[config.mk]
export PLATFORM = sky130hd
export DESIGN_NAME = corr_frame_sched_flat
export DESIGN_NICKNAME = d
export VERILOG_FILES = /design/src/rtl/corr_pkg.sv /design/src/rtl/corr_frame_sched_if.sv /design/src/rtl/corr_sample_buf.sv /design/src/rtl/corr_frame_sched.sv /design/src/flat_wrapper.sv
export SDC_FILE = /design/constraint.sdc
export NUM_CORES = 1
export LEC_CHECK = 0
export CORE_ASPECT_RATIO = 0.7
export CORE_UTILIZATION = 50
export CTS_CLUSTER_SIZE = 40
export DETAILED_ROUTE_END_ITERATION = 8
export PLACE_DENSITY_LB_ADDON = 0.25
export SLEW_MARGIN = 20
export SYNTH_ARGS = -nofsm -noshare
export SYNTH_HDL_FRONTEND = slang
export SYNTH_SLANG_ARGS = --single-unit
[constraint.sdc]
create_clock -name clk -period 9.33 [get_ports clk]
set_clock_uncertainty 0.15 [all_clocks]
set_input_delay 1.866 -clock clk [delete_from_list [all_inputs] [get_ports clk]]
set_output_delay 1.866 -clock clk [all_outputs]
set_load 0.005 [all_outputs]
[src/rtl/corr_pkg.sv]
// Shared types and width helpers for the frame-based correlation sequencer.
package corr_pkg;

  // Sequencer phases: wait for a frame, fill the buffer, run one lag, offer its result.
  typedef enum logic [1:0] {
    IDLE = 2'd0,
    LOAD = 2'd1,
    MAC  = 2'd2,
    OUT  = 2'd3
  } state_e;

  // clog2 that never returns zero, so a single-entry range still gets a 1-bit index.
  function automatic int clog2_min1(input int v);
    return (v <= 1) ? 1 : $clog2(v);
  endfunction

  // Accumulator width: full product plus growth for N terms.
  function automatic int acc_w(input int data_w, input int n);
    return 2 * data_w + $clog2(n);
  endfunction

  // Lag index width.
  function automatic int lag_w(input int lags);
    return clog2_min1(lags);
  endfunction

endpackage

[src/rtl/corr_frame_sched_if.sv]
// Sample-in / result-out handshake bundle for corr_frame_sched.
// CORR_PEAK_EN adds the peak_lag / peak_val / peak_valid signals.
interface corr_frame_sched_if #(
  parameter int DATA_W = 8,
  parameter int N      = 16,
  parameter int LAGS   = 4
);
  localparam int ACC_W = corr_pkg::acc_w(DATA_W, N);
  localparam int LAG_W = corr_pkg::lag_w(LAGS);

  logic              clear;
  logic [DATA_W-1:0] x_in;
  logic              x_valid;
  logic              x_ready;
  logic [ACC_W-1:0]  y_out;
  logic [LAG_W-1:0]  y_lag;
  logic              y_valid;
  logic              y_ready;
  logic              busy;
  logic              frame_done;
`ifdef CORR_PEAK_EN
  logic [LAG_W-1:0]  peak_lag;
  logic [ACC_W-1:0]  peak_val;
  logic              peak_valid;

  modport master (
    output clear, x_in, x_valid, y_ready,
    input  x_ready, y_out, y_lag, y_valid, busy, frame_done,
    input  peak_lag, peak_val, peak_valid
  );
  modport slave (
    input  clear, x_in, x_valid, y_ready,
    output x_ready, y_out, y_lag, y_valid, busy, frame_done,
    output peak_lag, peak_val, peak_valid
  );
`else
  modport master (
    output clear, x_in, x_valid, y_ready,
    input  x_ready, y_out, y_lag, y_valid, busy, frame_done
  );
  modport slave (
    input  clear, x_in, x_valid, y_ready,
    output x_ready, y_out, y_lag, y_valid, busy, frame_done
  );
`endif
endinterface

[src/rtl/corr_sample_buf.sv]
// One-frame sample store: single write port, two combinational read ports
// feeding x[n] and x[n-k] to the multiplier. Storage is not reset.
module corr_sample_buf #(
  parameter int DATA_W = 8,
  parameter int N      = 16,
  parameter int AW     = 4
) (
  input  logic              clk,
  input  logic              we,
  input  logic [AW-1:0]     waddr,
  input  logic [DATA_W-1:0] wdata,
  input  logic [AW-1:0]     raddr_a,
  output logic [DATA_W-1:0] rdata_a,
  input  logic [AW-1:0]     raddr_b,
  output logic [DATA_W-1:0] rdata_b
);
  logic [DATA_W-1:0] mem_r [N];

  // Write the accepted sample into its frame slot.
  always_ff @(posedge clk) begin
    if (we) begin
      mem_r[waddr] <= wdata;
    end
  end

  assign rdata_a = mem_r[raddr_a];
  assign rdata_b = mem_r[raddr_b];
endmodule

[src/rtl/corr_frame_sched.sv]
// Frame correlation sequencer: buffers N samples, then computes R[k] for
// k = 0..LAGS-1 on one shared multiply-accumulate, one term per cycle.
// CORR_PEAK_EN adds a tracker for the largest R[k] with k >= 1.
module corr_frame_sched
  import corr_pkg::*;
#(
  parameter int DATA_W = 8,
  parameter int N      = 16,
  parameter int LAGS   = 4
) (
  input  logic              clk,
  input  logic              rst,
  corr_frame_sched_if.slave bus
);
  localparam int ACC_W = acc_w(DATA_W, N);
  localparam int LAG_W = lag_w(LAGS);
  localparam int CNT_W = clog2_min1(N);
  localparam logic [CNT_W-1:0] N_LAST = CNT_W'(N - 1);
  localparam logic [LAG_W-1:0] K_LAST = LAG_W'(LAGS - 1);

  state_e              state_r, state_s;
  logic [CNT_W-1:0]    n_r;
  logic [LAG_W-1:0]    k_r;
  logic [ACC_W-1:0]    acc_r;
  logic [ACC_W-1:0]    y_out_r;
  logic [LAG_W-1:0]    y_lag_r;

  logic                x_ready_s, y_valid_s, busy_s;
  logic                x_acc_s, y_acc_s, last_lag_s, frame_done_s;
  logic [DATA_W-1:0]   xa_s, xb_s;
  logic [2*DATA_W-1:0] prod_s;
  logic [ACC_W-1:0]    acc_sum_s;

  // A sample or result is only taken when clear is not overriding the cycle.
  assign x_acc_s      = bus.x_valid & x_ready_s & ~bus.clear;
  assign y_acc_s      = y_valid_s & bus.y_ready & ~bus.clear;
  assign last_lag_s   = (k_r == K_LAST);
  assign frame_done_s = y_acc_s & last_lag_s;

  corr_sample_buf #(
    .DATA_W (DATA_W),
    .N      (N),
    .AW     (CNT_W)
  ) u_buf (
    .clk     (clk),
    .we      (x_acc_s),
    .waddr   (n_r),
    .wdata   (bus.x_in),
    .raddr_a (n_r),
    .rdata_a (xa_s),
    .raddr_b (n_r - CNT_W'(k_r)),
    .rdata_b (xb_s)
  );

  assign prod_s    = xa_s * xb_s;
  assign acc_sum_s = acc_r + ACC_W'(prod_s);

  // State register.
  always_ff @(posedge clk or posedge rst) begin
    if (rst) begin
      state_r <= IDLE;
    end else begin
      state_r <= state_s;
    end
  end

  // Next-state logic; clear wins over every transition.
  always_comb begin
    state_s = state_r;
    if (bus.clear) begin
      state_s = IDLE;
    end else begin
      case (state_r)
        IDLE: begin
          if (x_acc_s) state_s = LOAD;
          else         state_s = IDLE;
        end
        LOAD: begin
          if (x_acc_s && (n_r == N_LAST)) state_s = MAC;
          else                            state_s = LOAD;
        end
        MAC: begin
          if (n_r == N_LAST) state_s = OUT;
          else               state_s = MAC;
        end
        OUT: begin
          if (y_acc_s) begin
            if (last_lag_s) state_s = IDLE;
            else            state_s = MAC;
          end else begin
            state_s = OUT;
          end
        end
        default: state_s = IDLE;
      endcase
    end
  end

  // Handshake and status outputs decoded from the registered state.
  always_comb begin
    x_ready_s = 1'b0;
    y_valid_s = 1'b0;
    busy_s    = 1'b1;
    case (state_r)
      IDLE: begin
        x_ready_s = 1'b1;
        busy_s    = 1'b0;
      end
      LOAD:    x_ready_s = 1'b1;
      MAC:     busy_s    = 1'b1;
      OUT:     y_valid_s = 1'b1;
      default: busy_s    = 1'b0;
    endcase
  end

  // Counters, accumulator and the held result.
  always_ff @(posedge clk or posedge rst) begin
    if (rst) begin
      n_r     <= {CNT_W{1'b0}};
      k_r     <= {LAG_W{1'b0}};
      acc_r   <= {ACC_W{1'b0}};
      y_out_r <= {ACC_W{1'b0}};
      y_lag_r <= {LAG_W{1'b0}};
    end else if (bus.clear) begin
      n_r   <= {CNT_W{1'b0}};
      k_r   <= {LAG_W{1'b0}};
      acc_r <= {ACC_W{1'b0}};
    end else begin
      case (state_r)
        IDLE: begin
          if (x_acc_s) n_r <= CNT_W'(1);
        end
        LOAD: begin
          if (x_acc_s) begin
            if (n_r == N_LAST) begin
              // Buffer full: lag 0 starts at n = 0 with a clean accumulator.
              n_r   <= {CNT_W{1'b0}};
              k_r   <= {LAG_W{1'b0}};
              acc_r <= {ACC_W{1'b0}};
            end else begin
              n_r <= n_r + CNT_W'(1);
            end
          end
        end
        MAC: begin
          acc_r <= acc_sum_s;
          if (n_r == N_LAST) begin
            y_out_r <= acc_sum_s;
            y_lag_r <= k_r;
          end else begin
            n_r <= n_r + CNT_W'(1);
          end
        end
        OUT: begin
          if (y_acc_s) begin
            if (last_lag_s) begin
              n_r <= {CNT_W{1'b0}};
              k_r <= {LAG_W{1'b0}};
            end else begin
              // Next lag starts its sum at n = k+1.
              k_r   <= k_r + LAG_W'(1);
              n_r   <= CNT_W'(k_r) + CNT_W'(1);
              acc_r <= {ACC_W{1'b0}};
            end
          end
        end
        default: n_r <= {CNT_W{1'b0}};
      endcase
    end
  end

  assign bus.x_ready    = x_ready_s;
  assign bus.y_valid    = y_valid_s;
  assign bus.busy       = busy_s;
  assign bus.frame_done = frame_done_s;
  assign bus.y_out      = y_out_r;
  assign bus.y_lag      = y_lag_r;

`ifdef CORR_PEAK_EN
  logic [ACC_W-1:0] run_val_r, peak_val_r, cand_val_s, fin_val_s;
  logic [LAG_W-1:0] run_lag_r, peak_lag_r, cand_lag_s, fin_lag_s;

  // Running maximum including the result now on offer; lag 1 seeds it, ties keep the lower lag.
  always_comb begin
    if (k_r == LAG_W'(1'b1)) begin
      cand_val_s = y_out_r;
      cand_lag_s = k_r;
    end else if (y_out_r > run_val_r) begin
      cand_val_s = y_out_r;
      cand_lag_s = k_r;
    end else begin
      cand_val_s = run_val_r;
      cand_lag_s = run_lag_r;
    end
    if (LAGS == 1) begin
      fin_val_s = {ACC_W{1'b0}};
      fin_lag_s = {LAG_W{1'b0}};
    end else begin
      fin_val_s = cand_val_s;
      fin_lag_s = cand_lag_s;
    end
  end

  // Update the running maximum per accepted lag and latch the frame's peak at frame end.
  always_ff @(posedge clk or posedge rst) begin
    if (rst) begin
      run_val_r  <= {ACC_W{1'b0}};
      run_lag_r  <= {LAG_W{1'b0}};
      peak_val_r <= {ACC_W{1'b0}};
      peak_lag_r <= {LAG_W{1'b0}};
    end else if (bus.clear) begin
      run_val_r <= {ACC_W{1'b0}};
      run_lag_r <= {LAG_W{1'b0}};
    end else begin
      if (y_acc_s && (k_r != {LAG_W{1'b0}})) begin
        run_val_r <= cand_val_s;
        run_lag_r <= cand_lag_s;
      end
      if (frame_done_s) begin
        peak_val_r <= fin_val_s;
        peak_lag_r <= fin_lag_s;
      end
    end
  end

  // The new peak is visible in the same cycle as its frame_done pulse.
  assign bus.peak_valid = frame_done_s;
  assign bus.peak_val   = frame_done_s ? fin_val_s : peak_val_r;
  assign bus.peak_lag   = frame_done_s ? fin_lag_s : peak_lag_r;
`endif

endmodule

[src/flat_wrapper.sv]
// flat-port wrapper written by rule: the top's interface ports become plain ports
module corr_frame_sched_flat import corr_pkg::*;
#(
  parameter int DATA_W = 8,
  parameter int N      = 16,
  parameter int LAGS   = 4
)
  (clk, rst, bus_clear, bus_x_in, bus_x_valid, bus_y_ready, bus_x_ready, bus_y_out, bus_y_lag, bus_y_valid, bus_busy, bus_frame_done);
  corr_frame_sched_if #(.DATA_W(DATA_W), .N(N), .LAGS(LAGS)) bus_i ();
  input  logic clk;
  input  logic rst;
  input wire logic [$bits(bus_i.clear)-1:0] bus_clear;
  input wire logic [$bits(bus_i.x_in)-1:0] bus_x_in;
  input wire logic [$bits(bus_i.x_valid)-1:0] bus_x_valid;
  input wire logic [$bits(bus_i.y_ready)-1:0] bus_y_ready;
  output wire logic [$bits(bus_i.x_ready)-1:0] bus_x_ready;
  output wire logic [$bits(bus_i.y_out)-1:0] bus_y_out;
  output wire logic [$bits(bus_i.y_lag)-1:0] bus_y_lag;
  output wire logic [$bits(bus_i.y_valid)-1:0] bus_y_valid;
  output wire logic [$bits(bus_i.busy)-1:0] bus_busy;
  output wire logic [$bits(bus_i.frame_done)-1:0] bus_frame_done;
  assign bus_i.clear = bus_clear;
  assign bus_i.x_in = bus_x_in;
  assign bus_i.x_valid = bus_x_valid;
  assign bus_i.y_ready = bus_y_ready;
  assign bus_x_ready = bus_i.x_ready;
  assign bus_y_out = bus_i.y_out;
  assign bus_y_lag = bus_i.y_lag;
  assign bus_y_valid = bus_i.y_valid;
  assign bus_busy = bus_i.busy;
  assign bus_frame_done = bus_i.frame_done;
  corr_frame_sched #(.DATA_W(DATA_W), .N(N), .LAGS(LAGS)) u_core (.clk(clk), .rst(rst), .bus(bus_i));
endmodule
==> results of run 1 <==
## worst paths after layout
kind | from | endpoint | slack [ps]
setup / recovery | u_core.n_r[1]$_DFFE_PP0P_ | u_core.bus.y_out[19]$_DFFE_PP0P_ | 1520
hold / removal | u_core.bus.y_out[1]$_DFFE_PP0P_ | u_core.bus.y_out[1]$_DFFE_PP0P_ | 330
setup reg to reg | u_core.n_r[1]$_DFFE_PP0P_ | u_core.bus.y_out[19]$_DFFE_PP0P_ | 1520
hold reg to reg | u_core.bus.y_out[1]$_DFFE_PP0P_ | u_core.bus.y_out[1]$_DFFE_PP0P_ | 330
max in group asynchronous | rst | u_core.acc_r[10]$_DFFE_PP0P_ | 6790
min in group asynchronous | rst | u_core.bus.y_out[2]$_DFFE_PP0P_ | 1760
## synthesized netlist by cell type, drive strengths merged (2+ instances only)
cell	n	area (µm²)
o21ai	33	184
o211ai	2	15.0
xor2	4	35.0
clkbuf	16	60.1
o21a	4	30.0
nand2b	13	81.3
and2	9	56.3
a31oi	2	12.5
nand2	96	360
edfxtp	128	3840
nand3	6	30.0
o311a	2	20.0
a211oi	4	30.0
mux2	12	135
o22ai	2	12.5
a22o	13	114
inv	109	409
a21boi	2	15.0
dfrtp	50	1250
nor2b	11	68.8
o31ai	5	37.5
mux4	73	1670
mux2i	9	90.1
a21oi	18	90.1
nand4	3	18.8
xnor2	10	95.1
a21o	2	15.0
or2	3	18.8
or3	2	12.5
and3	3	18.8
nor2	47	176
nor3	9	45.0
buf	21	164
o31a	2	17.5
ha	48	601
fa	51	1020
## through the flow
stage	worst slack [ps]	utilization, %	cell area [µm²]	instances
floorplan	2520	-	11000	835
global placement	1720	55.1	11600	1131
detailed placement	1620	55.1	11600	1131
CTS	1480	57.9	12200	1163
global route	947	58.0	12200	1163
finish	1520	58.0	12200	1163
## registers in the layout, summed over array words and instances (netlist names)
name,cells
u_core.acc_r,20
u_core.bus.y_lag,2
u_core.bus.y_out,20
u_core.k_r,2
u_core.n_r,4
u_core.state_r,2
u_core.u_buf.mem_r,128
## layer usage
| layer | up-vias | GRT usage (%) |
|---|---|---|
| li1 | 3076 | - |
| met1 | 3495 | 40.5 |
| met2 | 355 | 34.3 |
| met3 | 30 | 5.89 |
| met4 | 0 | 6.53 |
| met5 | - | 0 |
## placed cells by master, fill, tap and decap left out, types with 18 or more instances in the layout
cell type / synthesis / final
edfxtp_1: 128 / 128
inv_1: 105 / 104
nand2_1: 96 / 96
mux4_2: 65 / 65
fa_1: 51 / 50
ha_1: 48 / 48
dfrtp_1: 50 / 48
nor2_1: 47 / 41
clkdlybuf4s50_1: 0 / 38
o21ai_0: 23 / 23
buf_4: 0 / 19
a21oi_1: 18 / 18
## critical path, cell delays in order, from the launching register on
cell	delay, ps
dfrtp_2	770
fa_2	1170
buf_4	330
mux4_2	510
mux2_2	280
o21ai_2	410
nor2b_1	130
fa_1	520
inv_1	50
fa_1	550
inv_1	60
fa_1	470
inv_1	50
fa_1	470
inv_1	40
ha_1	340
o21a_1	140
o31a_1	230
a21oi_1	120
nor4_1	540
nor3_1	100
o31ai_1	260
## power groups by stage
stage,combinational (µW),clock (µW),sequential (µW)
5_1_grt,1350,753,860
2_1_floorplan,895,0,872
3_5_place_dp,1180,0,877
3_3_place_gp,1170,0,877
4_1_cts,1190,719,860
6_report,1190,711,860
## cell families after synthesis
family,count (synthesis),share of synthesized area [%]
compound gates,98,6.04
buf+inv,146,5.78
flops,178,46.5
xor+xnor,14,1.19
simple gates,206,8.38
mux,94,17.3
fa+ha+maj,99,14.8
## area by class of cell
class / instances / area (µm²)
clock buffers: 17 / 425
clock inverters: 15 / 164
fillers: 1688 / 8860
inverters: 109 / 409
multi-input cells: 511 / 5260
flip-flops and latches: 178 / 5100
well taps: 276 / 345
repair buffers: 57 / 523
==> impl_results.md, run 1 <==
- Outcome: complete, no violations
- R2R depth: 21
- Synth async-reset ratio: 28.1%
- N_diodes: 0
- Min Hold Slack: 327 ps
- Via/cell ratio: 5.98
- Initial Util: 52.0%
- Worst skew pair latency: 450 ps
- M1 WL: 11900 µm
- Seq/Total Area, Yosys: 46.5%
- Drt wl/cell: 22.4 µm
- DRT antenna net count: 0
- Placer Congestion: 0.842
- Vias in the first global route: 7079
- CP startpoint kind: flop
- Ports: 39
- CP Capture Type: flop
- DRC viols: 0
- Initial DRC count: 973
- Via count: 6956
- Detailed Route WL: 26000 µm
- Max-slew headroom: 24.0%
- Sw Share: 39.6%
- Synth Cell Area: 0.0110 mm²
- TritonCTS Buffers: 17
- First-pass GRT wire length: 41500 µm
- Max-cap viol count: 0
- Setup CP Type: flop to flop
- PwrDens: 226 mW/mm²
- Syn Nets: 947
- Root buffer cell: clkbuf_16
- Unrepaired setup endpoints after global routing: false
- Switch Pwr: 1090 µW
- CP Data Required Time: 9510 ps
- Final HPWL DP: 17700 µm
- Final hold violation count: 0
- GRT Util Overall: 25.3%
- Synth warnings: 0
- Worst-Margin Slew: 1140 ps
- Min Tclk post-route: 7810 ps
- Endpoints failing setup: 0
- Hold depth: 2
- Number of synthesized flops with an enable pin: 128
- Final max-slew violation count: 0
- Clock-pin slew on the worst setup and hold paths: 80 ps
- Final #Nets: 986
- Die ar.: 0.0225 mm²
- CTS Sinks: 178
- FP Rows: 44
- Mean Syn Cell Area: 13.1 µm²
- TritonCTS clock tree: built
- Core footprint: 0.0211 mm²
- CP arrival: 7990 ps
- Post-cts hold buffer count: 0
- #FFs+latches synth: 178
- Met2 routed WL: 11200 µm
- P_leak: 0.00480 µW
- Post-CTS Setup Inserts: 0
- Congestion Overflow GR: 0
- Clock Tree Buf Depth: 2
- Fraction of layout cells with a size suffix above 1: 16.9%
- Netlist cell types: 57
- Clk pwr share: 25.7%
- DR pass1 iterations: 6
- Period utilization: 83.7%
- Synth-to-layout area growth: 11.5%
- Peak supply drop: 0.281 mV
- H-tree level count: 4
- DR WL met3: 2540 µm
- Power consumption: 2760 µW
- Largest net degree at the start of global routing: 51
- Worst min path class: flop to flop
- Comb pwr share: 43.2%
- Max Fanout on Critical Path: 39
- P_int: 1670 µW
- PortBufs: 38
- Highest Signal Layer: met4
- Die Span X: 179 µm
- Gate Count Post-Synth: 835
- Post-CTS sizing: 0
- Initial antenna violation count: 0
- Fmax achieved: 128 MHz
- Chip Height: 126 µm
- Share of power burned in registers: 31.1%
- Setup total negative slack: 0 ps
- Top_reg_cell synth: edfxtp_1
Note: power is estimated with default switching activity, not from simulation.
==> run 2, diff against run 1 <==
==> constraint.sdc (replaced) <==
create_clock -name clk -period 7.9 [get_ports clk]
set_clock_uncertainty 0.15 [all_clocks]
set_input_delay 1.58 -clock clk [delete_from_list [all_inputs] [get_ports clk]]
set_output_delay 1.58 -clock clk [all_outputs]
set_load 0.005 [all_outputs]
==> run 2 against run 1 <==
Die area unchanged. Cell count grew 0.26%. Non-clock buffer count up 3. Utilization increased by 0.26 points. Clock-buffer cell count did not move. Register-to-register slack got worse by 780 ps. Setup slack worse by 780 ps. Clock power grew 24%. Highest routed layer unchanged.
==> impl_results.md, run 2 (same netlist as run 1, synthesis figures left out) <==
- Outcome: complete, no violations
- CP startpoint kind: flop
- Min Tclk post-route: 7160 ps
- Peak supply drop: 0.347 mV
- Via count: 6923
- Final #Nets: 989
- Placed instance area: 0.0117 mm²
- DR pass1 iterations: 5
- CP Data Required Time: 8090 ps
- CP arrival: 7350 ps
- TritonCTS Buffers: 17
- Hold path startpoint: u_core.bus.y_out[1]$_DFFE_PP0P_
- Unrepaired setup endpoints after global routing: false
- Max Fanout on Critical Path: 24
- Setup total negative slack: 0 ps
- GRT Util Overall: 24.7%
- Root buffer cell: clkbuf_16
- Worst min path class: flop to flop
- Drt wl/cell: 21.8 µm
- Clock-pin slew on the worst setup and hold paths: 70 ps
- Via/cell ratio: 5.94
- Max-cap viol count: 0
- Synth-to-layout area growth: 12.0%
- Post-cts hold buffer count: 0
- Clock Tree Buf Depth: 2
- Endpoints failing setup: 0
- CP Capture Type: flop
- PortBufs: 38
- H-tree level count: 4
- Final hold violation count: 0
- Setup CP Type: flop to flop
- First-pass GRT wire length: 40600 µm
- Placer Congestion: 0.877
- Worst skew pair latency: 440 ps
- FF-to-FF Start: u_core.n_r[0]$_DFFE_PP0P_
- DRC viols: 0
- Post-CTS Setup Inserts: 0
- Final HPWL DP: 17700 µm
- Initial Util: 52.0%
- DRT antenna net count: 0
- Detailed Route WL: 25400 µm
- Initial DRC count: 829
- CTS Sinks: 178
- Commonest non-fill, non-tap cell in the layout: edfxtp_1
- FP Rows: 44
- Design Area, Final: 0.0123 mm²
- Most frequent cells in the layout: edfxtp_1 (128), inv_1 (104), nand2_1 (96), mux4_2 (65), fa_1 (50)
- Chip Height: 126 µm
- P_leak: 0.00484 µW
- Ports: 39
- Fmax achieved: 140 MHz
- Congestion Overflow GR: 0
- Worst-Margin Slew: 1130 ps
- Final max-slew violation count: 0
- Die ar.: 0.0225 mm²
- Largest net degree at the start of global routing: 51
- TritonCTS clock tree: built
- Max-slew headroom: 24.2%
- Final core occ: 58.2%
- Period utilization: 90.6%
- Initial antenna violation count: 0
- Vias in the first global route: 7079
- Die Span X: 179 µm
- Most flops, register: u_core.u_buf.mem_r
- Fillers: 1666
- Fraction of layout cells with a size suffix above 1: 17.0%
- PwrDens: 270 mW/mm²
- Worst setup path start: u_core.n_r[0]$_DFFE_PP0P_
- Max reg flops: 128
- N_diodes: 0
- Post-CTS sizing: 0
- Core footprint: 0.0211 mm²
-- run 2: cell type report --
| type | count | area (µm²) | share of cell area [%] |
|---|---|---|---|
| multi-input cells | 511 | 5250 | 42.8 |
| flip-flops and latches | 178 | 5100 | 41.5 |
| repair buffers | 60 | 558 | 4.55 |
| clock buffers | 17 | 425 | 3.47 |
| inverters | 109 | 409 | 3.33 |
| well taps | 276 | 345 | 2.81 |
| clock inverters | 15 | 190 | 1.55 |
-- run 2: worst max-delay path, cell delays in order, from the launching register on --
cell and delay, ps:
dfrtp_2 400, inv_1 110, ha_1 160, inv_1 60
fa_2 710, buf_12 260, mux4_2 530, mux2_1 320
o21ai_2 350, nor2_1 110, fa_1 500, inv_1 60
fa_1 530, inv_1 50, fa_1 470, inv_1 50
fa_1 470, inv_1 40, ha_1 340, o21a_1 140
o31a_1 230, a21oi_1 120, nor4_1 560, nor3_1 90
o31ai_1 250
-- run 2: per-layer routing --
metal / part of all wire (%) / vias to the layer above / wire (µm) / GRT usage (%)
li1: - / 3081 / - / -
met1: 47 / 3518 / 11900 / 39.1
met2: 43 / 303 / 10800 / 33.5
met3: 9.8 / 21 / 2500 / 7.10
met4: 0.91 / 0 / 232 / 5.53
met5: 0 / - / 0 / 0
-- run 2: per-stage QoR --
| step | cells | setup slack [ps] | power [µW] | hold WS [ps] |
|---|---|---|---|---|
| 3_3_place_gp | 1134 | 876 | 2430 | 311 |
| 2_1_floorplan | 835 | 1090 | 2090 | 300 |
| 4_1_cts | 1166 | 739 | 3310 | 331 |
| 3_5_place_dp | 1134 | 812 | 2420 | 311 |
| 6_report | 1166 | 739 | 3310 | 327 |
| 5_1_grt | 1166 | 354 | 3560 | 359 |
-- run 2: report_power, final --
group	total (µW)	internal [µW]	switching [µW]	leakage [µW]
registers	1010	1010	3.26	0.00185
clock network	885	482	404	0.000296
logic	1420	540	876	0.00269
total	3310	2030	1280	0.00484
-- run 2: final timing paths --
check | to | slack (ps) | depth (start not counted)
min reg2reg | u_core.bus.y_out[1]$_DFFE_PP0P_ | 330 | 2
max | u_core.bus.y_out[19]$_DFFE_PP0P_ | 740 | 24
min | u_core.bus.y_out[1]$_DFFE_PP0P_ | 330 | 2
max reg2reg | u_core.bus.y_out[19]$_DFFE_PP0P_ | 740 | 24
min in group asynchronous | u_core.acc_r[2]$_DFFE_PP0P_ | 1480 | 3
max in group asynchronous | u_core.n_r[1]$_DFFE_PP0P_ | 5630 | 3
